File: config.mk
export PLATFORM = sky130hd
export DESIGN_NAME = mac_unit_wave_seq
export DESIGN_NICKNAME = d
export VERILOG_FILES = /design/src/rtl/mac_unit_wave_seq.sv
export SDC_FILE = /design/constraint.sdc
export NUM_CORES = 1
export LEC_CHECK = 0
export ABC_AREA = 1
export CORE_ASPECT_RATIO = 0.7
export CORE_MARGIN = 2
export CORE_UTILIZATION = 26
export CTS_CLUSTER_SIZE = 16
export DETAILED_ROUTE_END_ITERATION = 7
export PLACE_DENSITY = 0.56
export SLEW_MARGIN = 25
export SYNTH_ARGS = -nofsm -noshare
export SYNTH_HDL_FRONTEND = slang
export SYNTH_SLANG_ARGS = --single-unit
File: constraint.sdc
create_clock -name clk -period 11 [get_ports clk]
set_input_delay 1.1 -clock clk [delete_from_list [all_inputs] [get_ports clk]]
set_output_delay 1.1 -clock clk [all_outputs]
set_load 0.02 [all_outputs]
File: src/rtl/mac_unit_wave_seq.sv
// Self-sequencing bit-serial weight MAC: walks the non-zero weight bit-columns of
// each accepted vector MSB first and emits the accumulated group dot-product.
module mac_unit_wave_seq #(
   parameter int DATA_WIDTH = 8,
   parameter int W_PREC     = 8,
   parameter int VEC_LENGTH = 8,
   parameter int ACC_WIDTH  = 24
) (
   input  logic                                  clk,
   input  logic                                  reset,
   input  logic                                  in_valid,
   output logic                                  in_ready,
   input  logic                                  in_last,
   input  logic [VEC_LENGTH-1:0][DATA_WIDTH-1:0] act,
   input  logic [VEC_LENGTH-1:0]                 w_sign,
   input  logic [VEC_LENGTH-1:0][W_PREC-2:0]     w_mag,
   output logic                                  out_valid,
   input  logic                                  out_ready,
   output logic [ACC_WIDTH-1:0]                  result
);

   localparam int MW = W_PREC - 1;
   localparam int PW = (MW > 1) ? $clog2(MW) : 1;
   localparam int TW = DATA_WIDTH + 1;
   localparam int SW = TW + $clog2(VEC_LENGTH);

   typedef enum logic [1:0] {IDLE, COMPUTE, OUTPUT} state_e;

   state_e                                state_q, state_d;
   logic [ACC_WIDTH-1:0]                  acc_q, acc_d;
   logic [ACC_WIDTH-1:0]                  result_q, result_d;
   logic [MW-1:0]                         mask_q, mask_d;
   logic [PW-1:0]                         ptr_q, ptr_d;
   logic [VEC_LENGTH-1:0][DATA_WIDTH-1:0] act_q;
   logic [VEC_LENGTH-1:0]                 sign_q;
   logic [VEC_LENGTH-1:0][MW-1:0]         mag_q;
   logic                                  last_q;

   logic                 load;
   logic [MW-1:0]        in_mask;
   logic [MW-1:0]        rem_mask;
   logic [SW-1:0]        col_sum;
   logic [ACC_WIDTH-1:0] addend;
   logic [ACC_WIDTH-1:0] acc_sum;

   function automatic logic [PW-1:0] top_bit(input logic [MW-1:0] m);
      top_bit = '0;
      for (int c = 0; c < MW; c++)
         if (m[c]) top_bit = PW'(c);
   endfunction

   always_comb begin
      in_mask = '0;
      for (int l = 0; l < VEC_LENGTH; l++)
         in_mask = in_mask | w_mag[l];
   end

   // Sign-extend before negating so the most negative activation negates exactly.
   always_comb begin
      col_sum = '0;
      for (int l = 0; l < VEC_LENGTH; l++) begin
         logic [TW-1:0] ext;
         logic [TW-1:0] term;
         ext  = {act_q[l][DATA_WIDTH-1], act_q[l]};
         term = sign_q[l] ? -ext : ext;
         if (mag_q[l][ptr_q])
            col_sum = col_sum + {{(SW-TW){term[TW-1]}}, term};
      end
   end

   assign addend   = {{(ACC_WIDTH-SW){col_sum[SW-1]}}, col_sum} << ptr_q;
   assign acc_sum  = acc_q + addend;
   assign rem_mask = mask_q & ~(MW'(1) << ptr_q);

   assign in_ready  = (state_q == IDLE) && !reset;
   assign out_valid = (state_q == OUTPUT);
   assign result    = result_q;

   // NOTE: every _d gets its current value first so no path through the case infers a latch.
   always_comb begin
      state_d  = state_q;
      acc_d    = acc_q;
      result_d = result_q;
      mask_d   = mask_q;
      ptr_d    = ptr_q;
      load     = 1'b0;
      case (state_q)
         IDLE: begin
            if (in_valid && in_ready) begin
               load    = 1'b1;
               mask_d  = in_mask;
               ptr_d   = top_bit(in_mask);
               state_d = COMPUTE;
            end
         end
         COMPUTE: begin
            mask_d = rem_mask;
            ptr_d  = top_bit(rem_mask);
            acc_d  = acc_sum;
            if (rem_mask == '0) begin
               if (last_q) begin
                  result_d = acc_sum;
                  acc_d    = '0;
                  state_d  = OUTPUT;
               end else begin
                  state_d  = IDLE;
               end
            end
         end
         OUTPUT: begin
            if (out_ready) state_d = IDLE;
         end
         default: state_d = IDLE;
      endcase
   end

   always_ff @(posedge clk) begin
      if (reset) begin
         state_q  <= IDLE;
         acc_q    <= '0;
         result_q <= '0;
         mask_q   <= '0;
         ptr_q    <= '0;
      end else begin
         state_q  <= state_d;
         acc_q    <= acc_d;
         result_q <= result_d;
         mask_q   <= mask_d;
         ptr_q    <= ptr_d;
      end
   end

   // NOTE: operand registers are only read after a load, so they carry no reset.
   always_ff @(posedge clk) begin
      if (load) begin
         act_q  <= act;
         sign_q <= w_sign;
         mag_q  <= w_mag;
         last_q <= in_last;
      end
   end

endmodule

==> impl_metrics.tcl, run 1 <==
set metrics [dict create \
    synth.top_cell.area_share_pct 28.6 \
    drtIter0Drc 882 \
    syn_to_final_growth_pct 34.8 \
    routedWlPerCell_um 15.5 \
    critPathRequiredTime_ns 11.41 \
    syn-num-nets 1957 \
    post-route-drc-count 0 \
    reg2reg_slack_ns 0.55 \
    critPathCapture "acc_q[22]$_SDFFE_PP0P_" \
    crit_path_end_kind "flip-flop" \
    path_max_fanout 4 \
    cpMaxStageDelayCell "fa_1" \
    core_um2 51100 \
    synth_seq_cells 189 \
    routed_wl_um 40800 \
    grt_overflow 0 \
    reg2regPathDepth 74 \
    critPathLaunchType "flip-flop" \
    place_congestion 0.872 \
    ioPinCount 159 \
    dieArea_um2 54000 \
    ctsLongestPathBuffers 2 \
    clk_latency_ns 0.48 \
    cap_violations 0 \
    port_buffers 158 \
    tightest_slew_ns 1.16 \
    status "complete, no violations" \
    synth.distinct_cells 55 \
    utilization_pct 35.7 \
    cts_made_buffers 17 \
    avgSynthCellArea_um2 7.92 \
    slew-limit-headroom_pct 21.6 \
    die_h_um 195 \
    cts_sinks 189 \
    crit_start "ptr_q[0]$_SDFFE_PP0P_" \
    drt-pass1-iter-count 5 \
    min_period_over_period_pct 95.0 \
    synth_warnings 0 \
    drive_gt1_share_pct 19.4 \
    cts-root-buf "clkbuf_16" \
    grt_pass1_vias 11500 \
    drtAntennaViolNets 0 \
    dieWidth_um 277 \
    syn_area_um2 13500 \
    yosys-top-cells-area "edfxtp_1, ha_1, nand2_1, dfxtp_1, inv_1" \
    r2r_start "ptr_q[0]$_SDFFE_PP0P_" \
    finClkSkew_ns 0.0185 \
    nets 2190 \
    slew_viol_final 0 \
    setup_violations 0 \
    finalHoldViolations 0 \
    hold_buffers 0 \
    crit_top_cell "nand2_1" \
    fin_crit_ns 10.45 \
    slowest_delay_ns 0.54 \
    clk_pin_slew_ns 0.09 \
    cts_tree "done" \
    hold_class "reg2reg" \
    antenna_found_initial 1 \
    arrival_ns 10.87 \
    reg2reg_to "acc_q[22]$_SDFFE_PP0P_" \
    row_count 69 \
    hpwl_um 30800 \
    synthCells 1710 \
    synth_top_cell_by_area "edfxtp_1" \
    viasPerCell 4.72 \
    initial_core_util_pct 26.5 \
    synth-seq-area-share_pct 37.5 \
    grt_first_pass_wirelength_um 61800 \
    grt_max_degree 75 \
    vias 12400 \
    worst-setup-path-type "reg2reg" \
    clock.fmax_mhz 95.7 \
    grt_usage_pct 14.5 \
    cts_htree_levels 4 \
]
[per-layer routing]
| layer | global-route usage, % | share of wire, % | routed length [µm] | vias to the layer above |
|---|---|---|---|---|
| met5 | 0 | 0 | 0 | - |
| met4 | 3.18 | 0.98 | 400 | 0 |
| met3 | 2.64 | 4.8 | 1960 | 25 |
| met2 | 22.1 | 44 | 18100 | 290 |
| met1 | 21.2 | 50 | 20300 | 5826 |
| li1 | - | - | - | 6279 |
[worst max-delay path: cells and delay by family, from the launching register on]
| family | cells | cell delay [ns] |
|---|---|---|
| XOR/XNOR | 3 | 0.48 |
| buffers and inverters | 9 | 1.05 |
| AND/OR/NAND/NOR | 39 | 3.10 |
| flip-flops | 1 | 0.41 |
| AO/OA/AOI/OAI | 14 | 2.02 |
| adder cells (fa/ha/maj) | 9 | 3.27 |
[synth_stat cells (all sizes together)]
library cell    n
nor4           11
dfxtp          60
a31oi          10
or4             1
a21boi          2
a211oi          6
nand2         366
or2             4
o221ai          3
o2bb2ai         3
nand3b          4
buf            16
nor3           21
o311ai          2
o211ai          4
fa              8
o31ai          11
edfxtp        129
a22oi           6
inv           207
o21ai         141
a21oi         132
nand3          96
mux2i           6
o21bai         23
o22ai          27
and2            4
xnor2          37
a311oi          1
xor2           65
nand4          10
nor2          149
clkbuf         28
o21a            3
a21o            5
clkinv          2
ha            106
o21ba           1
[how the worst min path moves through the flow]
stage                                 from                      to  slack [ns]  cells past startpoint
finish              mask_q[6]$_SDFFE_PP0P_  mask_q[6]$_SDFFE_PP0P_        0.47                      2
CTS                 mask_q[6]$_SDFFE_PP0P_  mask_q[6]$_SDFFE_PP0P_        0.48                      2
floorplan           mask_q[6]$_SDFFE_PP0P_  mask_q[6]$_SDFFE_PP0P_        0.44                      2
global route        mask_q[6]$_SDFFE_PP0P_  mask_q[6]$_SDFFE_PP0P_        0.48                      2
detailed placement  mask_q[6]$_SDFFE_PP0P_  mask_q[6]$_SDFFE_PP0P_        0.46                      2
global placement    mask_q[6]$_SDFFE_PP0P_  mask_q[6]$_SDFFE_PP0P_        0.46                      2
[cells by family (layout without fill, tap and decap cells)]
logic type / after synthesis / in the layout / synth area share, %
and+or+nand+nor: 666 / 666 / 21.0
muxes: 6 / 6 / 0.443
buffers and inverters: 253 / 499 / 7.33
AOI/OAI and AO/OA: 380 / 380 / 16.1
adders and majority gates: 114 / 114 / 11.0
DFF: 189 / 189 / 37.5
other: 0 / 1 / 0
xor gates and xnor gates: 102 / 102 / 6.60
[sequential cells by signal (all words and copies together) (netlist names)]
signal / cells
state_q: 2
mag_q: 56
result: 24
acc_q: 24
last_q: 1
sign_q: 8
act_q: 64
mask_q: 7
ptr_q: 3
[what timing repair did]
| action | 4_1_cts | 5_1_grt |
|---|---|---|
| buffers inserted | 0 | 28 |
| pin swaps | 0 | 125 |
| resized for setup | 6 | 231 |
| endpoints found under the setup margin | 8 | 29 |
[final cells by class]
class / instances / area [µm²]
diodes: 1 / 2.50
clock inverters: 15 / 226
inverters: 209 / 805
well taps: 674 / 843
flip-flops and latches: 189 / 5080
clock buffers: 17 / 425
multi-input cells: 1268 / 8520
fillers: 5208 / 32900
repair buffers: 258 / 2350
[placed cells by master (no fill, tap or decap), types with 11 or more instances in the layout]
cell type	instances
nor2_2	23
o22ai_1	27
inv_2	25
buf_4	95
o21ai_1	22
o21ai_0	96
a21oi_2	27
nand3_2	12
clkdlybuf4s50_1	158
o21ai_2	22
edfxtp_1	129
dfxtp_1	57
nor2_1	121
a21oi_1	103
ha_1	66
nand3_1	84
ha_4	36
nor4_1	11
nand2_1	323
nor3_1	19
xnor2_1	35
clkbuf_16	17
o21bai_1	17
nand2_2	34
inv_1	175
xor2_1	58
[through the flow]
step | std cells | hold WS [ns] | setup slack, ns | instance area [µm²] | TNS (ns)
after floorplan | 1710 | 0.442 | 0.672 | 13500 | 0
after global placement | 2570 | 0.456 | 0.0716 | 16300 | 0
after detailed placement | 2570 | 0.463 | -0.208 | 16300 | -0.406
after CTS | 2602 | 0.475 | 0.0350 | 17000 | 0
after global routing | 2631 | 0.480 | -0.158 | 18300 | -0.347
final | 2631 | 0.469 | 0.546 | 18300 | 0
Power of run 1 is left out: the tool's default activity adds up to more than one toggle a clock period on the data nets, which glitch-free logic cannot reach.
==> run 2: changes to the inputs <==
SETUP_SLACK_MARGIN = 0.4   (was unset)
==> impl_metrics.tcl, run 2 (synthesis results as in run 1) <==
set metrics [dict create \
    clk_latency_ns 0.48 \
    reg2reg_to "acc_q[22]$_SDFFE_PP0P_" \
    grt_overflow 0 \
    hold_buffers 0 \
    tightest_slew_ns 0.977 \
    row_count 69 \
    slew-limit-headroom_pct 34.9 \
    path_max_fanout 4 \
    fin_crit_ns 10.49 \
    grt_first_pass_wirelength_um 62300 \
    critPathLaunchType "flip-flop" \
    holdPathStages 2 \
    reg2reg_slack_ns 0.51 \
    worst-setup-path-type "reg2reg" \
    slowest_delay_ns 0.40 \
    core_um2 51100 \
    cts_tree "done" \
    hpwl_um 30800 \
    final_common_cell "nand2_1" \
    nets 2200 \
    top_regs "act_q: 64 flops, mag_q: 56 flops" \
    port_buffers 158 \
    grt_pass1_vias 11600 \
    finClkSkew_ns 0.0168 \
    viasPerCell 4.73 \
    crit_top_cell "nand2_1" \
    antenna_found_initial 1 \
    cpMaxStageDelayCell "fa_2" \
    multi_input_area_um2 8540 \
    routed_wl_um 40900 \
    clk_pin_slew_ns 0.09 \
    crit_path_end_kind "flip-flop" \
    die_h_um 195 \
    place_congestion 0.872 \
    grt_usage_pct 14.6 \
    syn_to_final_growth_pct 35.5 \
    hp-start "mask_q[6]$_SDFFE_PP0P_" \
    hold_end "mask_q[6]$_SDFFE_PP0P_" \
    ctsLongestPathBuffers 2 \
    register_area_um2 5080 \
    cts_made_buffers 17 \
    ioPinCount 159 \
    cts-root-buf "clkbuf_16" \
    cts_sinks 189 \
    final_cell_mix "nand2_1, inv_1, clkdlybuf4s50_1, edfxtp_1, nor2_1" \
    setup_violations 0 \
    drt-pass1-iter-count 5 \
    largest-register "act_q" \
    cap_violations 0 \
    hold_class "reg2reg" \
    reg2regPathDepth 80 \
    initial_core_util_pct 26.5 \
    vias 12500 \
    clock.fmax_mhz 95.3 \
    cts_htree_levels 4 \
    min_period_over_period_pct 95.4 \
    drive_gt1_share_pct 20.1 \
    dieWidth_um 277 \
    drtIter0Drc 833 \
    post-route-drc-count 0 \
    routedWlPerCell_um 15.5 \
    drtAntennaViolNets 0 \
    slew_viol_final 0 \
    finalHoldViolations 0 \
    grt_max_degree 75 \
    num-fill-cells 5222 \
    r2r_start "ptr_q[0]$_SDFFE_PP0P_" \
    rsz0062_at_grt "yes" \
    largest_reg_flops 64 \
    status "complete, no violations" \
    arrival_ns 10.91 \
    utilization_pct 35.9 \
    dieArea_um2 54000 \
    critPathRequiredTime_ns 11.41 \
]
==> run 2: cell types whose count changed in the layout (fill, tap and decap cells not counted), moves of 5 or more <==
cell,change
o21ai_1,+5
a21oi_1,-5
buf_4,+7
o21ai_0,-7
a21oi_2,+6
nand2_2,+5
==> run 2: worst max-delay path, delay by kind of cell, from the launching register on <==
family | cells | cell delay (ns)
fa+ha+maj | 8 | 2.10
flops | 1 | 0.39
compound gates | 22 | 3.14
simple gates | 33 | 2.66
xor+xnor | 6 | 0.97
buf+inv | 11 | 1.18
==> run 2: layout make-up <==
| cell class | count | area share [%] |
|---|---|---|
| inverters | 209 | 4.36 |
| multi-input cells | 1268 | 46.5 |
| clock buffers | 17 | 2.32 |
| well taps | 674 | 4.59 |
| diodes | 1 | 0.0136 |
| clock inverters | 15 | 1.23 |
| repair buffers | 268 | 13.3 |
| flip-flops and latches | 189 | 27.7 |
==> run 2: repair_timing <==
| action | 4_1_cts | 5_1_grt |
|---|---|---|
| buffers inserted | 2 | 36 |
| resized for setup | 31 | 219 |
| endpoints found under the setup margin | 23 | 30 |
| pin swaps | 9 | 133 |
| endpoints found under the hold margin | 0 | 0 |
==> run 2: stage by stage <==
step | area, µm² | instances | hold WS, ns | worst slack (ns) | setup TNS (ns)
final | 18400 | 2641 | 0.469 | 0.506 | 0
after detailed placement | 16300 | 2570 | 0.463 | -0.208 | -0.406
after global routing | 18400 | 2641 | 0.480 | -0.169 | -0.647
after global placement | 16300 | 2570 | 0.456 | 0.0716 | 0
after floorplan | 13500 | 1710 | 0.442 | 0.672 | 0
after CTS | 17100 | 2604 | 0.475 | 0.402 | 0
==> run 2: how the worst max path moves through the flow <==
stage | start | to | slack [ns] | depth (start not counted)
after floorplan | ptr_q[0]$_SDFFE_PP0P_ | acc_q[23]$_SDFFE_PP0P_ | 0.67 | 78
after global placement | ptr_q[0]$_SDFFE_PP0P_ | acc_q[23]$_SDFFE_PP0P_ | 0.07 | 78
after detailed placement | ptr_q[0]$_SDFFE_PP0P_ | acc_q[23]$_SDFFE_PP0P_ | -0.21 | 78
after CTS | ptr_q[0]$_SDFFE_PP0P_ | acc_q[22]$_SDFFE_PP0P_ | 0.40 | 87
after global routing | ptr_q[0]$_SDFFE_PP0P_ | acc_q[22]$_SDFFE_PP0P_ | -0.17 | 82
final | ptr_q[0]$_SDFFE_PP0P_ | acc_q[22]$_SDFFE_PP0P_ | 0.51 | 80
==> run 2: routing by layer <==
| layer | track usage (%) | wire length (µm) | part of all wire, % | up-vias |
|---|---|---|---|---|
| met2 | 22.3 | 18000 | 44 | 293 |
| met4 | 3.22 | 486 | 1.2 | 0 |
| met5 | 0 | 0 | 0 | - |
| met3 | 2.66 | 2020 | 5.0 | 38 |
| met1 | 21.3 | 20400 | 50 | 5860 |
| li1 | - | - | - | 6299 |
Power of run 2 is left out for the same reason.
